==> config.mk <==
export PLATFORM = sky130hd
export DESIGN_NAME = arb_muxn
export DESIGN_NICKNAME = d
export VERILOG_FILES = /design/src/rtl/arb_pkg.sv /design/src/rtl/rr_pick.sv /design/src/rtl/arb_muxn.sv
export SDC_FILE = /design/constraint.sdc
export NUM_CORES = 1
export LEC_CHECK = 0
export ABC_AREA = 1
export BUFFER_PORTS_ARGS = -buffer_cell sky130_fd_sc_hd__buf_2
export CELL_PAD_IN_SITES_DETAIL_PLACEMENT = 0
export CELL_PAD_IN_SITES_GLOBAL_PLACEMENT = 1
export CORE_AREA = 2 2 132 134
export CTS_CLUSTER_SIZE = 30
export DETAILED_ROUTE_END_ITERATION = 10
export DIE_AREA = 0 0 134 136
export PLACE_DENSITY = 0.95
export SYNTH_ARGS = -nofsm -noshare
export SYNTH_HDL_FRONTEND = slang
export SYNTH_SLANG_ARGS = --single-unit
==> constraint.sdc <==
create_clock -name clk -period 3.59 [get_ports clk]
set_clock_uncertainty 0.1 [all_clocks]
set_input_delay 0.718 -clock clk [delete_from_list [all_inputs] [get_ports clk]]
set_output_delay 0.718 -clock clk [all_outputs]
set_load 0.05 [all_outputs]
==> src/rtl/arb_pkg.sv <==
// arb_pkg: arbitration mode constants and source-index width helper
package arb_pkg;
   localparam int ARB_FIXED = 0;
   localparam int ARB_RR    = 1;
   function automatic int clog2_min1(input int n);
      return (n <= 1) ? 1 : $clog2(n);
   endfunction
endpackage

==> src/rtl/rr_pick.sv <==
// rr_pick: round-robin priority pick starting at ptr, via a doubled request vector
module rr_pick import arb_pkg::*; #(
   parameter int N = 4,
   localparam int SW = clog2_min1(N)
) (
   input  logic [N-1:0]  req,
   input  logic [SW-1:0] ptr,
   output logic [N-1:0]  gnt_onehot,
   output logic [SW-1:0] gnt_idx,
   output logic          any
);
   logic [2*N-1:0] dbl;
   always_comb begin
      for (int j = 0; j < 2*N; j++)
         dbl[j] = req[j % N] && (j >= int'(ptr)) && (j < int'(ptr) + N);
   end
   // descending scan so the lowest set position of the window wins
   always_comb begin
      gnt_onehot = '0;
      gnt_idx = '0;
      any = 1'b0;
      for (int j = 2*N-1; j >= 0; j--) begin
         if (dbl[j]) begin
            gnt_onehot = '0;
            gnt_onehot[j % N] = 1'b1;
            gnt_idx = SW'(j % N);
            any = 1'b1;
         end
      end
   end
endmodule

==> src/rtl/arb_muxn.sv <==
// arb_muxn: N-channel valid/ready arbiter onto one registered output channel
module arb_muxn import arb_pkg::*; #(
   parameter int N = 4,
   parameter int W = 64,
   parameter int MODE = ARB_RR,
   localparam int SW = clog2_min1(N)
) (
   input  logic           clk,
   input  logic           reset_n,
   input  logic [N-1:0]   in_valid,
   input  logic [N*W-1:0] in_data,
   output logic [N-1:0]   in_ready,
   output logic           out_valid,
   output logic [W-1:0]   out_data,
   output logic [SW-1:0]  out_src,
   input  logic           out_ready
);
   logic [SW-1:0] ptr, pick_ptr, gnt_idx;
   logic [N-1:0]  gnt;
   logic          any, can_load, load;
   logic [W-1:0]  mux;
   assign pick_ptr = (MODE == ARB_RR) ? ptr : '0;
   rr_pick #(.N(N)) u_pick (
      .req(in_valid), .ptr(pick_ptr), .gnt_onehot(gnt), .gnt_idx(gnt_idx), .any(any)
   );
   assign can_load = !out_valid || out_ready;
   assign load     = reset_n && any && can_load;
   assign in_ready = load ? gnt : '0;
   always_comb begin
      mux = '0;
      for (int k = 0; k < N; k++)
         mux = mux | (in_data[k*W +: W] & {W{gnt[k]}});
   end
   always_ff @(posedge clk) begin
      if (!reset_n) begin
         out_valid <= 1'b0;
         out_data  <= '0;
         out_src   <= '0;
         ptr       <= '0;
      end else begin
         if (load) begin
            out_data <= mux;
            out_src  <= gnt_idx;
            ptr      <= (MODE != ARB_RR || gnt_idx == SW'(N-1)) ? '0 : gnt_idx + 1'b1;
         end
         out_valid <= load || (out_valid && !out_ready);
      end
   end
endmodule
==> flow_results.org, run 1 <==
** Run status
- The run finished with clean final reports.

** Clock network
- Post-CTS setup buffer count :: 0
- The longest clock path from root to sink contains 2 buffers.
- CTS buffer count :: 9
- TritonCTS built the clock tree.
- Clock-pin slew was measured on the worst setup and hold paths at about 60 ps.
- Number of sinks handled by clock tree synthesis :: ~70
- PostCTS Resize Cnt :: 0
- Hold Buf Count CTS :: 0
- The clock tree synthesis step divided the H-tree into 3 levels.
- Clk Tree Root Cell :: sky130_fd_sc_hd__clkbuf_16
- The later pin in the worst-skew pair is clocked with a latency of ~330 ps.

** Die
- Initial core utilization :: between 20% and 30%
- The floorplan has 48 rows.
- Number of top-level pins :: 334
- From bottom edge to top edge, the die measures 136 um.
- Area enclosed by the die boundary :: 18200 um^2
- From left edge to right edge, the die measures ~130 um.
- The floorplan step defined a core boundary enclosing between 15000 and 20000 um^2.

** Worst setup path
- In this run the critical register-to-register path is launched from pick_ptr[1]$_SDFFE_PN0P_.
- Data on the critical path arrives at its endpoint at roughly 2300 ps.
- WP data required :: around 2800 ps
- In this run the critical register-to-register path is captured at out_data[57]$_SDFFE_PN0P_.
- Endpoint of the most critical setup path :: in_ready[0]
- In this run the worst setup path begins at in_valid[2].
- For the worst flop-to-flop path, the logic depth is 9.
- Worst reg2reg setup slack :: 1120 ps
- Startpoint kind of the worst setup timing path :: input pin
- Maximum fanout count along the critical path :: 33
- The critical path is of the in2out type.
- The worst setup path is captured at an output pin.

** Detailed routing
- Total number of vias :: 6006
- Detailed route wirelength on metal2 :: 8400 um
- DR DRC count :: 0
- 1st-pass router iterations :: 4
- Antenna Violating Nets Remaining :: 0
- Met1 WL :: 7370 um
- The first routing iteration left 385 violations.
- Uppermost routed layer :: met4
- The routed design has roughly 17000 um of wire.
- Routed length per instance :: 13.5 um
- Metal3 WL :: 1060 um
- Mean number of vias per cell :: around 4.7

** Timing
- Setup repair after global routing left no endpoint under its margin.
- Minimum clock period after layout :: slightly above 3000 ps
- Slew of the pin with the lowest slew margin :: 884 ps
- Setup TNS :: 0 ps
- For this run, the top clock speed supported by timing is between 300 and 400 MHz.
- Number of endpoints with negative hold slack in the final report :: 0
- Count of endpoints failing setup in the final report :: 0
- Hold timing on the final database bottoms out at a slack of between 300 and 400 ps.
- Headroom to the max-slew limit came out at about two fifths.
- Final count of pins violating max slew :: 0
- The worst path uses around 87% of the clock period.
- Across all setup checks in the final design, the least slack found is around 480 ps.

** Synth
- The number of nets in the synthesized netlist is 1024.
- Cell with the most instances after synthesis :: sky130_fd_sc_hd__nand2_1
- After Yosys synthesis, XOR and XNOR cells account for 0% of the synthesized area.
- Warning count from the yosys run :: 0
- Multiplexer cells account for 0% of the synthesized area.
- Cell taking the most area after synthesis :: sky130_fd_sc_hd__dfxtp_1
- Number of unique standard cell types used by synthesis :: 20
- In this run the cell area of the synthesized design comes to around 4500 um^2.
- Adder-cell share of the synthesized area :: 0%
- In this run the mean area of a mapped cell was around 5.9 um^2.
- Async set-or-reset flop fraction in the synthesized netlist :: 0%
- Top_reg_cell synth :: sky130_fd_sc_hd__dfxtp_1
- The cell count after synthesis came out at 761.
- Summed over its instances, the top area cell type makes up a little under a third of the synthesized netlist area.
- Synthesis-stage register bit count :: just under 70
- Post-synth EDFFs :: 0
- The synthesized netlist devotes roughly 8.7% of its cell area to compound gates.
- By area, the combinational part of the netlist is dominated by simple AND/OR/NAND/NOR gates.
- By area the synthesized netlist is led by sky130_fd_sc_hd__dfxtp_1, sky130_fd_sc_hd__nand3_1, sky130_fd_sc_hd__nand2_1.
- Most common library cells after synthesis :: sky130_fd_sc_hd__nand2_1, sky130_fd_sc_hd__nand3_1, sky130_fd_sc_hd__nor2_1
- Simple-gate share of the synthesized area :: 51.8%
- Share of the yosys chip area belonging to registers :: around 31%

** Power and ir drop
- VDD sags by at most 200 uV.
- Total power density per cell area :: 457 nW/um^2
- Standby leakage power :: about 3.3 nW

** Final layout
- Count of antenna diodes in the layout :: 0
- Area growth from synthesis to final layout :: 45.2%
- Cells fill 38.4% of the core in the end.
- In the final layout, the share of cells above drive strength 1 is between 30% and 40%.
- The net count of the finished layout is 1316.

** Global routing
- Vias in the first global route :: about 5400
- In the global route stage, overall resource usage came out at a little under a fifth.
- Global-route wire length before repair :: around 26000 um
- Entering global routing, the biggest net connects 70 pins.
- Initial antenna violation count :: 0
- Global routing finished with a remaining overflow of 0.

** Placement
- Placed wire-length estimate :: 12800 um
- Port buffering added ~330 buffers.
- Worst Setup Slack post-DPL :: 489 ps
- Global placer's final weighted congestion :: around 0.86

** Worst hold path
- Hold Path Class :: reg2reg
- The startpoint identified for the worst hold timing path is out_src[1]$_SDFFE_PN0P_.

** Run
- Max-cap violations in this run came to 0.
==> stage by stage <==
| step | power [mW] | std cells | area, um^2 |
|---|---|---|---|
| finish | 2.96 | 1282 | 6480 |
| global route | 3.13 | 1282 | 6480 |
| detailed placement | 2.07 | 1267 | 6180 |
| global placement | 2.06 | 1267 | 6180 |
| CTS | 3.00 | 1282 | 6480 |
| floorplan | 1.73 | 761 | 4460 |
==> how the worst min path moves through the flow <==
stage / to / slack [ps] / depth (start not counted)
2_1_floorplan: pick_ptr[0]$_SDFFE_PN0P_ / 350 / 2
3_3_place_gp: out_src[1]$_SDFFE_PN0P_ / 350 / 2
6_report: out_src[1]$_SDFFE_PN0P_ / 370 / 2
4_1_cts: out_src[1]$_SDFFE_PN0P_ / 370 / 2
3_5_place_dp: out_src[1]$_SDFFE_PN0P_ / 360 / 2
5_1_grt: pick_ptr[0]$_SDFFE_PN0P_ / 400 / 2
==> metal layers <==
layer	GRT usage (%)	vias up
met4	8.69	0
met5	0	-
met2	29.9	225
met1	22.6	2669
li1	-	3082
met3	3.50	30
==> power breakdown <==
group          total [mW]  internal, mW  switching [mW]
Combinational        1.13         0.333           0.796
Sequential          0.923         0.873          0.0505
Clock               0.905         0.569           0.336
==> cell usage in the layout, fill, tap and decap left out, types with 3 or more instances in the layout <==
master                      Yosys  layout
sky130_fd_sc_hd__o21ai_0        3       3
sky130_fd_sc_hd__nand3_1      197     197
sky130_fd_sc_hd__a21oi_1       68      68
sky130_fd_sc_hd__buf_4         19      11
sky130_fd_sc_hd__inv_1          9       9
sky130_fd_sc_hd__nand2_1      205     205
sky130_fd_sc_hd__clkbuf_16      0       9
sky130_fd_sc_hd__nor2_1       134     134
sky130_fd_sc_hd__nand2_2        4       4
sky130_fd_sc_hd__buf_2         21     333
sky130_fd_sc_hd__dfxtp_1       69      69
==> cell type report <==
cell class,instances,area (um^2)
Multi-Input combinational cell,618,2730
Fill cell,1860,10400
Tap cell,225,282
Sequential cell,69,1380
Inverter,11,41.3
Timing Repair Buffer,344,1750
Clock buffer,11,253
Clock inverter,4,47.5
==> logic make-up (layout without fill, tap and decap cells) <==
logic type / count (synthesis) / count (layout)
AOI/OAI and AO/OA: 75 / 75
DFF: 69 / 69
buffers and inverters: 74 / 370
and+or+nand+nor: 543 / 543
==> flip-flops by register name, summed over array words and instances, names as in the netlist <==
signal / flops
out_data: 64
out_src: 2
out_valid: 1
pick_ptr: 2
==> critical path: stages <==
cell and delay, ps:
sky130_fd_sc_hd__buf_2 130, sky130_fd_sc_hd__nand2_2 130, sky130_fd_sc_hd__nand2_2 110, sky130_fd_sc_hd__o21ai_4 690, sky130_fd_sc_hd__inv_1 110, sky130_fd_sc_hd__nor2_1 130, sky130_fd_sc_hd__buf_2 270
Note: power is estimated with default switching activity, not from simulation.
==> inputs of run 2 (changes only) <==
==> constraint.sdc (replaced) <==
create_clock -name clk -period 3.71 [get_ports clk]
set_clock_uncertainty 0.1 [all_clocks]
set_input_delay 0.742 -clock clk [delete_from_list [all_inputs] [get_ports clk]]
set_output_delay 0.742 -clock clk [all_outputs]
set_load 0.05 [all_outputs]
==> run 2 against run 1 <==
Compared with the run above: total power decreased by 5.3%; final area decreased by 0.25%; hold slack about the same; wire length increased by 0.25%; clock-buffer cell count increased by 3; combinational power decreased by 4%; die area unchanged.
==> flow_results.org, run 2 (synthesis gave the netlist of run 1 again) <==
** Die
- Die outline height :: 136 um (unchanged)
- Area of the core :: 16900 um^2 (unchanged)
- The area of the die was 18200 um^2 (unchanged).
- The I/O pin count is 334 (unchanged).
- Initial core utilization :: 26.4% (unchanged)
- Row cnt :: 48 (unchanged)
- Die Wd :: 134 um (unchanged)

** Final layout
- Leading cell type in the layout, fill and taps excluded :: sky130_fd_sc_hd__buf_2 (unchanged)
- The fill cell instance count of the final layout came to 1860 (unchanged).
- Core Util, Final :: 38.3% (was 38.4%)
- The count of inserted antenna diode cells was 0 (unchanged).
- The synthesis-to-finish area growth came to 44.8% (was 45.2%).
- Commonest non-fill, non-tap cells in the layout: sky130_fd_sc_hd__buf_2, sky130_fd_sc_hd__nand2_1, sky130_fd_sc_hd__nand3_1 (unchanged).
- The flip-flop count of the largest register after layout is 64 (unchanged).
- The register with the most flip-flops is out_data (unchanged).
- Layout cells sized above 1 :: 34.8% (was 35.0%)
- The number of nets in the finished design is 1315 (was 1316).

** Timing
- The final setup violation count is 0 (unchanged).
- Minimum clock period after layout :: roughly 3100 ps
- Of the available clock period, the critical path in the final layout requires 84.1%.
- The worst max-slew margin expressed relative to the limit is 39.8% (was 40.8%).
- The pin slew with the least headroom to its limit came to 900 ps (was 884 ps).
- Final count of pins violating max slew :: 0 (unchanged)
- RSZ-0062 raised after global routing: no (unchanged).
- For this run, the top clock speed supported by timing is about 320 MHz.
- Number of endpoints with negative hold slack in the final report :: 0 (unchanged)
- The total negative setup slack is 0 ps (unchanged).

** Detailed routing
- Antenna Violating Nets Remaining :: 0 (unchanged)
- The number of vias in the routed layout is 6019 (was 6006).
- 1st-pass router iterations :: 5 (was 4)
- The DRC marker count from the first detailed-route iteration was 267 (was 385).
- The final wirelength was 17300 um (about the same).
- DR DRC count :: 0 (unchanged)
- Mean number of vias per cell :: 4.70 (was 4.68)
- The average routed wire per standard cell is 13.5 um (about the same).

** Global routing
- The initial antenna violation count came to 0 (unchanged).
- Vias in the first global route :: 5467 (was 5404)
- Total congestion overflow :: 0 (unchanged)
- Global-route wire length before repair :: 26800 um (was 26500 um)
- The largest net degree at the start of global routing was 135 (was 70).
- The overall routing resource usage came to 18.2% (was 18.1%).

** Clock network
- Clk buf depth :: 2 (unchanged)
- The buffer cell driving the clock tree root is sky130_fd_sc_hd__clkbuf_16 (unchanged).
- The maximum level of the CTS H-tree came to 3 (unchanged).
- Clk slew on worst S/H paths :: 60 ps (about the same)
- The total setup buffers inserted after CTS came to 0 (unchanged).
- PostCTS Resize Cnt :: 0 (unchanged)
- The insertion delay of the later-clocked pin in the worst-skew pair was 330 ps (about the same).
- The number of clock sinks was 69 (unchanged).
- The clock tree from TritonCTS is yes (unchanged).
- Hold Buf Count CTS :: 0 (unchanged)
- CTS buffer count :: 9 (unchanged)

** Placement
- Global placer's final weighted congestion :: 0.859 (was 0.858)
- Placed wire-length estimate :: 12600 um (was 12800 um)
- The total of buffers placed on input and output ports came to 333 (unchanged).

** Worst hold path
- Hold Path Class :: reg2reg (unchanged)

** Worst setup path
- Maximum fanout count along the critical path :: 33 (unchanged)
- Launch point of the worst reg-to-reg path :: pick_ptr[1]$_SDFFE_PN0P_ (unchanged)
- The setup slack on the worst flop-to-flop path is 1220 ps (was 1120 ps).
- The required arrival time at the worst endpoint came to 2870 ps (was 2770 ps).
- The endpoint of the worst-slack reg-to-reg timing path was out_data[57]$_SDFFE_PN0P_ (unchanged).
- Crit. Startpoint :: in_valid[2] (unchanged)
- Startpoint kind of the worst setup timing path :: input pin (unchanged)
- Critical Path AT :: 2280 ps (was 2290 ps)
- The capture point of the critical path is in_ready[0] (unchanged).
- The category of the worst setup path capture point is an output pin (unchanged).
- Type of the worst setup path :: in2out (unchanged)
- Number of cells traversed by the worst register-to-register path :: 9 (unchanged)

** Run status
- Outcome :: complete, no violations (unchanged)

** Power and ir drop
- Total power density per cell area :: 433 nW/um^2 (was 457 nW/um^2)
- Worst IR Drop VDD :: 253 uV (was 200 uV)
- Standby leakage power :: 3.33 nW (was 3.34 nW)
- Total Power Consumption :: 2.80 mW (was 2.96 mW)

** Run
- Number of max-capacitance violations reported :: 0 (unchanged)
## run 2: changes by cell type in the layout (fill, tap and decap cells not counted)
cell,previous run,this run
sky130_fd_sc_hd__buf_12,0,1
sky130_fd_sc_hd__clkbuf_8,2,3
sky130_fd_sc_hd__bufinv_16,1,0
sky130_fd_sc_hd__clkinv_2,2,1
sky130_fd_sc_hd__clkinvlp_4,1,0
sky130_fd_sc_hd__clkbuf_1,0,2
sky130_fd_sc_hd__buf_4,11,9
## run 2: area by class of cell
type	count	area, um^2	share of cell area [%]
Tap cell	225	282	4.36
Inverter	11	41.3	0.639
Clock inverter	1	5.00	0.0774
Clock buffer	14	274	4.24
Multi-Input combinational cell	618	2730	42.2
Sequential cell	69	1380	21.4
Timing Repair Buffer	343	1750	27.1
## run 2: metrics by stage
stage	hold WS (ps)	setup WS, ps	cells	instance area (um^2)
floorplan	354	404	761	4460
global placement	348	573	1266	6180
detailed placement	357	591	1266	6180
CTS	376	583	1281	6460
global route	415	383	1281	6460
finish	370	589	1281	6460
## run 2: worst min-delay path by stage
stage / endpoint / from / cells after the start
final: out_src[1]$_SDFFE_PN0P_ / out_src[1]$_SDFFE_PN0P_ / 2
after CTS: out_src[1]$_SDFFE_PN0P_ / out_src[1]$_SDFFE_PN0P_ / 2
after detailed placement: out_src[1]$_SDFFE_PN0P_ / out_src[1]$_SDFFE_PN0P_ / 2
after floorplan: pick_ptr[0]$_SDFFE_PN0P_ / pick_ptr[0]$_SDFFE_PN0P_ / 2
after global routing: out_data[58]$_SDFFE_PN0P_ / out_data[58]$_SDFFE_PN0P_ / 2
after global placement: out_src[1]$_SDFFE_PN0P_ / out_src[1]$_SDFFE_PN0P_ / 2
## run 2: worst max-delay path, cell delays in order
cell and delay [ps]:
sky130_fd_sc_hd__buf_2 120, sky130_fd_sc_hd__nand2_2 130, sky130_fd_sc_hd__nand2_2 110, sky130_fd_sc_hd__o21ai_4 710, sky130_fd_sc_hd__inv_1 90, sky130_fd_sc_hd__nor2_1 100
sky130_fd_sc_hd__buf_2 270
## run 2: layer usage
| layer | wire length [um] | vias to the layer above | track usage [%] |
|---|---|---|---|
| li1 | - | 3076 | - |
| met1 | 7410 | 2682 | 22.9 |
| met2 | 8530 | 233 | 31.1 |
| met3 | 1100 | 28 | 3.95 |
| met4 | 304 | 0 | 6.15 |
| met5 | 0 | - | 0 |
## run 2: where the power goes
group	internal, mW	leakage (nW)	switching (mW)	total, mW
clock	0.503	0.139	0.310	0.813
combinational	0.324	2.61	0.770	1.09
sequential	0.845	0.580	0.0494	0.894
total	1.67	3.33	1.13	2.80
==> inputs of run 3 (changes only) <==
--- a/config.mk
+++ b/config.mk
@@ -9,11 +9,11 @@
 export BUFFER_PORTS_ARGS = -buffer_cell sky130_fd_sc_hd__buf_2
 export CELL_PAD_IN_SITES_DETAIL_PLACEMENT = 0
 export CELL_PAD_IN_SITES_GLOBAL_PLACEMENT = 1
-export CORE_AREA = 2 2 132 134
+export CORE_AREA = 2 2 137 139
 export CTS_CLUSTER_SIZE = 30
 export DETAILED_ROUTE_END_ITERATION = 10
-export DIE_AREA = 0 0 134 136
-export PLACE_DENSITY = 0.95
+export DIE_AREA = 0 0 139 141
+export PLACE_DENSITY = 0.91
 export SYNTH_ARGS = -nofsm -noshare
 export SYNTH_HDL_FRONTEND = slang
 export SYNTH_SLANG_ARGS = --single-unit
==> constraint.sdc (replaced) <==
create_clock -name clk -period 3.3 [get_ports clk]
set_clock_uncertainty 0.1 [all_clocks]
set_input_delay 0.66 -clock clk [delete_from_list [all_inputs] [get_ports clk]]
set_output_delay 0.66 -clock clk [all_outputs]
set_load 0.05 [all_outputs]
==> run 3 against run 2 <==
Compared with the run above: cell count is 0.86% higher; core utilization is 2.8 points lower; sequential power is 13% higher; register-to-register slack worse by 20 ps; clock-buffer cell count is 3 lower; non-clock buffer count is 1 higher; setup slack better by 130 ps; hold slack worse by 5.7 ps; combinational power is 13% higher; die area is 7.5% higher; critical path depth is 1 higher; critical path type unchanged; largest power group unchanged.
==> flow_results.org, run 3 (synthesis gave the netlist of run 1 again) <==
** Global routing
- The via count of the first global-routing pass is 5691 (was 5467).
- Total congestion overflow :: 0 (unchanged)
- The largest net degree at the start of global routing was 72 (was 135).
- Total routing resource utilization after global routing :: 18.0% (was 18.2%)
- The first-pass GRT wire length was 28600 um (was 26800 um).
- Initial antenna violation count :: 0 (unchanged)

** Worst setup path
- The worst-path cell with the longest stage delay is sky130_fd_sc_hd__buf_2 (was sky130_fd_sc_hd__o21ai_4).
- Stages on the worst setup path :: 8 (was 7)
- Maximum fanout count along the critical path :: 6 (was 33)
- Top delay family on crit path :: buffers and inverters (was compound AO/OA/AOI/OAI gates)
- The worst reg2reg path depth came to 9 (unchanged).
- The critical path start-end classification is in2out (unchanged).
- Crit. Startpoint :: in_valid[3] (was in_valid[2])
- The category of the worst setup path capture point is an output pin (unchanged).
- The critical path's largest stage delay is 330 ps (was 710 ps).
- The data arrival time of the critical path was 1820 ps (was 2280 ps).
- Startpoint kind of the worst setup timing path :: input pin (unchanged)
- Most frequent cell on the critical path :: sky130_fd_sc_hd__buf_2
- Cells along the critical path :: buf_2 > nor2_1 > nand3_1 > nand2_1 > nor2_4 > inv_1 > nor3_1 > buf_2 (was buf_2 > nand2_2 > nand2_2 > o21ai_4 > inv_1 > nor2_1 > buf_2)
- The buffer and inverter count on the worst path was 3 (unchanged).
- Launch point of the worst reg-to-reg path :: pick_ptr[1]$_SDFFE_PN0P_ (unchanged)
- Worst reg2reg setup slack :: 1200 ps (was 1220 ps)
- Worst flop-to-flop path endpoint :: out_data[2]$_SDFFE_PN0P_ (was out_data[57]$_SDFFE_PN0P_)
- WP data required :: 2540 ps (was 2870 ps)
- Endpoint of the most critical setup path :: in_ready[3] (was in_ready[0])

** Detailed routing
- Mean number of vias per cell :: 4.71 (was 4.70)
- Initial DRC Count :: 278 (was 267)
- The average routed wire per standard cell came to 14.0 um (was 13.5 um).
- 1st-pass router iterations :: 5 (unchanged)
- Total number of vias :: 6079 (was 6019)
- The final wirelength was 18100 um (was 17300 um).
- DR DRC count :: 0 (unchanged)
- Antenna Violating Nets Remaining :: 0 (unchanged)

** Final layout
- The count of inserted antenna diode cells was 0 (unchanged).
- The final core utilization was 35.5% (was 38.3%).
- Area growth from synthesis to final layout :: 45.1% (was 44.8%)
- The fill cell instance count of the final layout is 2069 (was 1860).
- The most common cell after layout, fill and taps aside is sky130_fd_sc_hd__buf_2 (unchanged).
- Commonest non-fill, non-tap cells in the layout :: sky130_fd_sc_hd__buf_2, sky130_fd_sc_hd__nand2_1, sky130_fd_sc_hd__nand3_1 (unchanged)
- Most flop-heavy register :: out_data (unchanged)
- Final layout net count :: 1316 (was 1315)
- Layout cells sized above 1 :: 35.1% (was 34.8%)
- The flip-flop count of the largest register after layout was 64 (unchanged).

** Clock network
- Clock latency of the later-clocked register in the worst-skew pair :: 340 ps (was 330 ps)
- The clock tree from TritonCTS is yes (unchanged).
- Post-CTS setup buffer count :: 0 (unchanged)
- The clock-pin slew of the registers on the worst-case setup and hold paths is 60 ps (about the same).
- Hold Buf Count CTS :: 0 (unchanged)
- The number of clock sinks was 69 (unchanged).
- The quantity of gates resized following cts was 0 (unchanged).
- The total CTS buffers came to 9 (unchanged).
- The deepest clock path buffer count came to 2 (unchanged).
- The maximum level of the CTS H-tree is 3 (unchanged).
- The buffer cell driving the clock tree root is sky130_fd_sc_hd__clkbuf_16 (unchanged).

** Die
- The overall die height came to 141 um (was 136 um).
- Row cnt :: 50 (was 48)
- Die Wd :: 139 um (was 134 um)
- The area of the die came to 19600 um^2 (was 18200 um^2).
- The I/O pin count is 334 (unchanged).
- Area of the core :: 18300 um^2 (was 16900 um^2)
- The initial standard-cell utilization of the core is 24.4% (was 26.4%).

** Placement
- The total half-perimeter wirelength after legalization and detailed placement came to 13200 um (was 12600 um).
- Port-buffer cells :: 333 (unchanged)
- The final RePlAce weighted congestion is 0.862 (was 0.859).
- Worst Setup Slack post-DPL :: 729 ps (was 591 ps)

** Timing
- The total negative setup slack was 0 ps (unchanged).
- Final count of pins violating max slew :: 0 (unchanged)
- Timing would allow up to roughly 390 MHz.
- Minimum clock period after layout :: about 2600 ps
- RSZ-0062 raised after global routing :: no (unchanged)
- The worst max-slew margin expressed relative to the limit came to 48.7% (was 39.8%).
- Slew of the pin with the lowest slew margin :: 770 ps (was 900 ps)
- The worst setup margin is 718 ps (was 589 ps).
- Final critical-path share of the clock period :: roughly four fifths
- The number of hold-slack violations in the final timing report was 0 (unchanged).
- The worst hold slack came to 364 ps (was 370 ps).
- The final setup violation count was 0 (unchanged).

** Power and ir drop
- The sum of internal, switching and leakage power is 3.17 mW (was 2.80 mW).
- The worst supply voltage drop on vdd came to 254 uV (was 253 uV).
- The power per unit of standard cell area was 490 nW/um^2 (was 433 nW/um^2).
- Standby leakage power :: 3.32 nW (was 3.33 nW)

** Run status
- Outcome :: complete, no violations (unchanged)

** Run
- Number of max-capacitance violations reported :: 0 (unchanged)

** Worst hold path
- The path class of the lowest-slack min-delay path is reg2reg (unchanged).
## run 3: changes by cell type in the layout (fill, tap and decap cells not counted), sizes merged
cell	before	now
clkinvlp	0	4
clkbuf	14	11
buf	343	344
## run 3: final cells by class
class	instances	area (um^2)	share of cell area (%)
clock buffers	11	253	3.90
clock inverters	5	35.0	0.541
inverters	11	41.3	0.637
multi-input cells	618	2730	42.1
flip-flops and latches	69	1380	21.3
well taps	234	293	4.52
repair buffers	344	1750	27.0
## run 3: through the flow
stage               area, um^2  cells
floorplan                 4460    761
global placement          6190   1276
detailed placement        6190   1276
CTS                       6480   1292
global route              6480   1292
finish                    6480   1292
## run 3: power breakdown
| part | internal [mW] | total, mW | switching (mW) |
|---|---|---|---|
| clock network | 0.548 | 0.936 | 0.388 |
| logic | 0.363 | 1.23 | 0.870 |
| registers | 0.949 | 1.01 | 0.0564 |
## run 3: worst min-delay path by stage
stage               cells after the start  slack (ps)                     start                       end
global route                            2         400   out_src[1]$_SDFFE_PN0P_   out_src[1]$_SDFFE_PN0P_
floorplan                               2         350  pick_ptr[0]$_SDFFE_PN0P_  pick_ptr[0]$_SDFFE_PN0P_
global placement                        2         350   out_src[1]$_SDFFE_PN0P_   out_src[1]$_SDFFE_PN0P_
finish                                  2         360   out_src[1]$_SDFFE_PN0P_   out_src[1]$_SDFFE_PN0P_
CTS                                     2         370   out_src[1]$_SDFFE_PN0P_   out_src[1]$_SDFFE_PN0P_
detailed placement                      2         360   out_src[1]$_SDFFE_PN0P_   out_src[1]$_SDFFE_PN0P_
## run 3: routing by layer
metal	up-vias	GRT usage [%]	wire, um
li1	3085	-	-
met1	2745	22.1	7600
met2	217	31.2	8970
met3	32	3.29	1120
met4	0	7.12	454
met5	-	0	0
## run 3: worst register-to-register path, cell delays in order, from the launching register on
cell and delay (ps):
sky130_fd_sc_hd__dfxtp_1 400, sky130_fd_sc_hd__nand2_1 100, sky130_fd_sc_hd__nand2_2 140, sky130_fd_sc_hd__nand2_2 110, sky130_fd_sc_hd__o21bai_4 130, sky130_fd_sc_hd__buf_4 580, sky130_fd_sc_hd__nand3_1 220, sky130_fd_sc_hd__nand3_1 130
sky130_fd_sc_hd__nor2_1 50, sky130_fd_sc_hd__nor2_1 80
